`src/rtl/dmem_bridge_pkg.sv`:
```
// Shared CPU data-side definitions: access sizes, bridge FSM states and
// lane helpers used by the data memory bridge.
package cpu_defs;

  typedef enum logic [1:0] {
    SZ_BYTE = 2'b00,
    SZ_HALF = 2'b01,
    SZ_WORD = 2'b10,
    SZ_RSVD = 2'b11
  } size_t;

  typedef enum logic [1:0] {
    IDLE = 2'b00,
    REQ  = 2'b01,
    DONE = 2'b10
  } state_t;

  function automatic logic [3:0] byte_en(size_t sz, logic [1:0] off);
    case (sz)
      SZ_BYTE: return 4'b0001 << off;
      SZ_HALF: return off[1] ? 4'b1100 : 4'b0011;
      default: return 4'b1111;
    endcase
  endfunction

  // Store data is right-justified; replicate it into every lane it may land in.
  function automatic logic [31:0] lane_wdata(size_t sz, logic [31:0] d);
    case (sz)
      SZ_BYTE: return {4{d[7:0]}};
      SZ_HALF: return {2{d[15:0]}};
      default: return d;
    endcase
  endfunction

  function automatic logic misaligned(size_t sz, logic [1:0] off);
    case (sz)
      SZ_BYTE: return 1'b0;
      SZ_HALF: return off[0];
      default: return |off;
    endcase
  endfunction

endpackage

```
`src/rtl/dmem_bridge_if.sv`:
```
// Handshaked data RAM/bus port between the memory bridge (master) and the
// external data memory (slave).
interface dmem_bridge_if #(
  parameter int ADDR_W = 32
);
  logic              mem_req;
  logic              mem_we;
  logic [ADDR_W-1:0] mem_addr;
  logic [3:0]        mem_be;
  logic [31:0]       mem_wdata;
  logic              mem_ready;
  logic [31:0]       mem_rdata;

  modport master (
    output mem_req, mem_we, mem_addr, mem_be, mem_wdata,
    input  mem_ready, mem_rdata
  );

  modport slave (
    input  mem_req, mem_we, mem_addr, mem_be, mem_wdata,
    output mem_ready, mem_rdata
  );
endinterface

```
`src/rtl/dmem_bridge_load_align.sv`:
```
// Combinational load aligner: extracts the addressed byte/half/word from a
// 32-bit bus word and sign- or zero-extends it.
module load_align
  import cpu_defs::*;
(
  input  logic [31:0] rdata,
  input  logic [1:0]  offset,
  input  size_t       size,
  input  logic        sign_ext,
  output logic [31:0] result
);

  logic [31:0] shifted;

  always_comb begin
    shifted = rdata >> {offset, 3'b000};
    case (size)
      SZ_BYTE: result = {{24{sign_ext & shifted[7]}}, shifted[7:0]};
      SZ_HALF: result = {{16{sign_ext & shifted[15]}}, shifted[15:0]};
      default: result = shifted;
    endcase
  end

endmodule

```
`src/rtl/dmem_bridge.sv`:
```
// Data-side memory bridge: turns M-stage loads/stores into single handshaked
// bus transactions, stalling the pipeline until each one completes.
module dmem_bridge
  import cpu_defs::*;
#(
  parameter int ADDR_W  = 32,
  parameter int TIMEOUT = 255
) (
  input  logic              clk,
  input  logic              rst,
  input  logic              memreadM,
  input  logic              memwriteM,
  input  logic [1:0]        sizeM,
  input  logic              signedM,
  input  logic [ADDR_W-1:0] aluoutM,
  input  logic [31:0]       writedataM,
  output logic [31:0]       readdataM,
  output logic              stallM,
  output logic              addr_err,
  output logic              bus_err,
  dmem_bridge_if.master     bus
);

  localparam int CW = $clog2(TIMEOUT + 1);

  state_t            state_q, state_d;
  logic              req, mis, timeout;
  size_t             sz;
  logic              req_q, we_q, sign_q;
  logic [ADDR_W-1:0] addr_q;
  logic [3:0]        be_q;
  logic [31:0]       wdata_q, rdata_q, aligned;
  size_t             size_q;
  logic [1:0]        off_q;
  logic [CW-1:0]     cnt_q;

  assign req = memreadM | memwriteM;
  assign sz  = size_t'(sizeM);
  assign mis = misaligned(sz, aluoutM[1:0]);

  load_align u_align (
    .rdata    (bus.mem_rdata),
    .offset   (off_q),
    .size     (size_q),
    .sign_ext (sign_q),
    .result   (aligned)
  );

  always_comb begin
    state_d  = state_q;
    stallM   = 1'b0;
    addr_err = 1'b0;
    timeout  = 1'b0;
    case (state_q)
      IDLE: if (req) begin
        if (mis) begin
          addr_err = 1'b1;
        end else begin
          stallM  = 1'b1;
          state_d = REQ;
        end
      end
      REQ: begin
        stallM = 1'b1;
        if (bus.mem_ready) begin
          state_d = DONE;
        end else if (cnt_q == CW'(TIMEOUT)) begin
          timeout = 1'b1;
          state_d = DONE;
        end
      end
      DONE:    state_d = IDLE;
      default: state_d = IDLE;
    endcase
  end

  assign bus_err = timeout;

  always_ff @(posedge clk or negedge rst) begin
    if (!rst) begin
      state_q <= IDLE;
      req_q   <= 1'b0;
      we_q    <= 1'b0;
      addr_q  <= '0;
      be_q    <= '0;
      wdata_q <= '0;
      size_q  <= SZ_BYTE;
      sign_q  <= 1'b0;
      off_q   <= '0;
      cnt_q   <= '0;
      rdata_q <= '0;
    end else begin
      state_q <= state_d;
      case (state_q)
        IDLE: if (req) begin
          if (mis) begin
            rdata_q <= '0;
          end else begin
            req_q   <= 1'b1;
            we_q    <= memwriteM;
            addr_q  <= {aluoutM[ADDR_W-1:2], 2'b00};
            be_q    <= byte_en(sz, aluoutM[1:0]);
            wdata_q <= lane_wdata(sz, writedataM);
            size_q  <= sz;
            sign_q  <= signedM;
            off_q   <= aluoutM[1:0];
            cnt_q   <= '0;
          end
        end
        REQ: begin
          if (bus.mem_ready) begin
            req_q <= 1'b0;
            cnt_q <= '0;
            if (!we_q) rdata_q <= aligned;
          end else if (timeout) begin
            req_q   <= 1'b0;
            cnt_q   <= '0;
            rdata_q <= '0;
          end else begin
            cnt_q <= cnt_q + CW'(1);
          end
        end
        default: ;
      endcase
    end
  end

  // A rejected misaligned access must not expose stale load data that cycle.
  assign readdataM     = addr_err ? '0 : rdata_q;
  assign bus.mem_req   = req_q;
  assign bus.mem_we    = we_q;
  assign bus.mem_addr  = addr_q;
  assign bus.mem_be    = be_q;
  assign bus.mem_wdata = wdata_q;

endmodule

```
`src/flat_wrapper.sv`:
```
// flat-port wrapper written by rule: the top's interface ports become plain ports
module dmem_bridge_flat import cpu_defs::*;
#(
  parameter int ADDR_W  = 32,
  parameter int TIMEOUT = 255
)
  (clk, rst, memreadM, memwriteM, sizeM, signedM, aluoutM, writedataM, readdataM, stallM, addr_err, bus_err, bus_mem_req, bus_mem_we, bus_mem_addr, bus_mem_be, bus_mem_wdata, bus_mem_ready, bus_mem_rdata);
  dmem_bridge_if #(.ADDR_W(ADDR_W)) bus_i ();
  input  logic clk;
  input  logic rst;
  input  logic memreadM;
  input  logic memwriteM;
  input  logic [1:0] sizeM;
  input  logic signedM;
  input  logic [ADDR_W-1:0] aluoutM;
  input  logic [31:0] writedataM;
  output logic [31:0] readdataM;
  output logic stallM;
  output logic addr_err;
  output logic bus_err;
  output wire logic [$bits(bus_i.mem_req)-1:0] bus_mem_req;
  output wire logic [$bits(bus_i.mem_we)-1:0] bus_mem_we;
  output wire logic [$bits(bus_i.mem_addr)-1:0] bus_mem_addr;
  output wire logic [$bits(bus_i.mem_be)-1:0] bus_mem_be;
  output wire logic [$bits(bus_i.mem_wdata)-1:0] bus_mem_wdata;
  input wire logic [$bits(bus_i.mem_ready)-1:0] bus_mem_ready;
  input wire logic [$bits(bus_i.mem_rdata)-1:0] bus_mem_rdata;
  assign bus_mem_req = bus_i.mem_req;
  assign bus_mem_we = bus_i.mem_we;
  assign bus_mem_addr = bus_i.mem_addr;
  assign bus_mem_be = bus_i.mem_be;
  assign bus_mem_wdata = bus_i.mem_wdata;
  assign bus_i.mem_ready = bus_mem_ready;
  assign bus_i.mem_rdata = bus_mem_rdata;
  dmem_bridge #(.ADDR_W(ADDR_W), .TIMEOUT(TIMEOUT)) u_core (.clk(clk), .rst(rst), .memreadM(memreadM), .memwriteM(memwriteM), .sizeM(sizeM), .signedM(signedM), .aluoutM(aluoutM), .writedataM(writedataM), .readdataM(readdataM), .stallM(stallM), .addr_err(addr_err), .bus_err(bus_err), .bus(bus_i));
endmodule
```
`config.mk`:
```
export PLATFORM = sky130hd
export DESIGN_NAME = dmem_bridge_flat
export DESIGN_NICKNAME = d
export VERILOG_FILES = /design/src/rtl/dmem_bridge_pkg.sv /design/src/rtl/dmem_bridge_if.sv /design/src/rtl/dmem_bridge_load_align.sv /design/src/rtl/dmem_bridge.sv /design/src/flat_wrapper.sv
export SDC_FILE = /design/constraint.sdc
export NUM_CORES = 1
export LEC_CHECK = 0
export ABC_AREA = 1
export CAP_MARGIN = 20
export CORE_MARGIN = 1.5
export CORE_UTILIZATION = 35
export DETAILED_ROUTE_END_ITERATION = 8
export SYNTH_ARGS = -nofsm -noshare
export SYNTH_HDL_FRONTEND = slang
export SYNTH_SLANG_ARGS = --single-unit
```
`constraint.sdc`:
```
create_clock -name clk -period 1.7 [get_ports clk]
set_input_delay 0.17 -clock clk [delete_from_list [all_inputs] [get_ports clk]]
set_output_delay 0.17 -clock clk [all_outputs]
set_load 0.02 [all_outputs]
```
==> results.yml <==
clock_tree:
  clkLatencyLatePin_ns: 0.41
  clk_pin_slew_ns: 0.05
  numCtsBuffers: 17
  clockBufferDepth: 2
  clockRootBuffer: "clkbuf_16"
  cts_tree: "yes"
  clock-sinks: 115
  htreeDepth: 4
worst_setup_path:
  path_cells: "nor2_2 > inv_2 > nor3_4 > buf_6 > buf_8 > nor2_2 > buf_6"
  r2r_start: "u_core.state_q[1]"
  worstSetupStartpointType: "register"
  worstSetupPathType: "reg2out"
  cp_data_required_time_ns: 1.53
  cp.buffers_inverters: 4
  startpoint: "u_core.state_q[1]"
  crit_family: "buffers and inverters"
  path_max_fanout: 7
  critPathMaxStageDelay_ns: 0.40
  end_kind: "primary output"
  crit_arrival_ns: 1.69
  critPathSlowestCell: "dfrtp_1"
global_routing:
  antenna_found_initial: 0
  grt_pass1_wl_um: 30100
  grt_pass1_vias: 5832
  overflow: 0
  grt_max_degree: 44
  grtUsageTotal_pct: 21.6
sta:
  grt_setup_unrepaired: "yes"
  setup_violations: 34
  skew_ns: 0.00578
  fin_hold_ws_ns: 0.214
  hold_viol: 0
  finalCriticalPeriod_ns: 1.86
  fmax_mhz: 539
  timing.final.ws_setup_ns: -0.155
  timing.final.crit_share_pct: 109
  maxSlewViolCount: 0
finish:
  nNetsFinal: 1157
  diodes: 0
  drive_gt1_share_pct: 19.3
  most-common-layout-cells: "nand2_1, clkdlybuf4s50_1, dfrtp_1"
  area_growth_syn_to_layout_pct: 62.7
  fin_util_pct: 58.2
  layout_commonest_cell: "nand2_1"
  instances_no_fill: 1284
pwr:
  finalPower_w: 0.0177
  leakage_nw: 4.76
  power.density_nw_per_um2: 1830
  ir_drop_mv: 0.935
yosys:
  synth.top_cell.area_share_pct: 48.5
  syn_area_um2: 5930
  synth-seq-cells: 115
  yosysUniqueCellTypes: 33
  ys.warnings.count: 0
  syn_area_per_cell_um2: 7.43
  synth.area.top_cells: "dfrtp_1, nand2_1, inv_1"
  yosysSeqAreaShare_pct: 48.5
  synth_area_leader_cell: "dfrtp_1"
  synth_cells: 799
detailed_routing:
  first_pass_iters: 5
  drc: 0
  drt-initial-drc-count: 426
  via_per_inst: 4.76
  dr_total_vias: 6109
  routed_wl_um: 19600
  final_antenna_net_count: 0
  avgRoutedWirePerCell_um: 15.3
floorplan:
  start_util_pct: 35.8
  dieArea_um2: 17700
  die_h_um: 133
  core_area_um2: 16600
  pin_count: 209
  rows: 47
  fp.dieW_um: 133
outcome:
  status: "finished with violations"
  violations: "negative setup slack"
placed_design:
  dp_slack_ns: -0.453
  port_buffers: 206
  placed_cells: 1232
  hpwl_um: 12900
  place.gp.congestion: 0.839
run:
  drv_cap: 0
min_path:
  hp-start: "aluoutM[0]"
  hp-class: "in2reg"
[flip-flops by register name (all words and copies together), names as in the netlist]
register	flops
u_core.bus.mem_addr	30
u_core.rdata_q	32
u_core.bus.mem_be	4
u_core.sign_q	1
u_core.bus.mem_we	1
u_core.bus.mem_wdata	32
u_core.off_q	2
u_core.state_q	2
u_core.size_q	2
u_core.bus.mem_req	1
u_core.cnt_q	8
[what timing repair did]
item                                    4_1_cts  5_1_grt
hold endpoints to repair                     31        0
hold buffers                                  1        0
gates cloned                                  4        5
endpoints found under the setup margin       92      109
buffers inserted                              9        6
pin swaps                                     6       10
resized for setup                           170      134
[where the power goes]
group,switching (W),total (W),internal (W)
combinational,0.00506,0.00913,0.00407
sequential,0.000733,0.00464,0.00391
clock,0.00127,0.00393,0.00265
total,0.00706,0.0177,0.0106
[layout make-up]
type / instances / area [um2]
clock buffer: 20 / 457
sequential: 115 / 2880
tap: 220 / 275
timing repair buffer: 275 / 2860
multi-input combinational: 560 / 2700
inverter: 83 / 314
clock inverter: 11 / 183
fill: 1547 / 6930
[worst reg2reg max path: stages, from the launching register on]
cell,delay (ns)
dfrtp_1,0.40
buf_6,0.14
nor2_4,0.10
inv_2,0.05
buf_4,0.15
nand2_4,0.07
nand3_4,0.13
nor2_4,0.15
buf_12,0.14
buf_16,0.14
nand3_1,0.08
nand2_1,0.07
[cells in the mapped netlist, drive strengths merged]
cell / number
conb: 1
nor3: 2
inv: 83
o211ai: 2
o21a: 2
o21ai: 69
dfrtp: 115
nand3: 49
o31ai: 7
nand4: 9
nand2b: 1
buf: 32
a21oi: 21
ha: 1
xnor2: 1
nand2: 341
clkbuf: 13
nor2: 43
a22oi: 7
[routing by layer]
layer | share of wire (%) | vias to the layer above | global-route usage (%)
met2 | 48 | 233 | 35.1
met4 | 1.0 | 0 | 5.37
li1 | - | 3010 | -
met5 | 0 | - | 0
met3 | 10 | 19 | 9.51
met1 | 41 | 2847 | 26.4
[cell families after synthesis]
family,after synthesis,share of synthesized area [%]
AOI/OAI and AO/OA,108,9.87
xor gates and xnor gates,1,0.148
adders and majority gates,1,0.211
buffers and inverters,128,9.89
DFF,115,48.5
other,1,0.0632
and+or+nand+nor,445,31.3
[final timing paths]
path / cells past startpoint / endpoint / slack [ns]
max: 7 / readdataM[31] / -0.16
min: 4 / u_core.off_q[0] / 0.21
max reg2reg: 11 / u_core.rdata_q[30] / 0.03
min reg2reg: 2 / u_core.rdata_q[5] / 0.47
max in group asynchronous: 3 / u_core.sign_q / 0.83
min in group asynchronous: 2 / u_core.cnt_q[4] / 0.26
[per-stage QoR]
stage | setup TNS [ns] | instance area (um2)
final | -4.82 | 9660
after detailed placement | -53.37 | 8470
after global routing | -7.20 | 9660
after floorplan | 0 | 5940
after CTS | -4.48 | 9190
after global placement | -49.73 | 8470
Power figures use the tool's default switching activity.
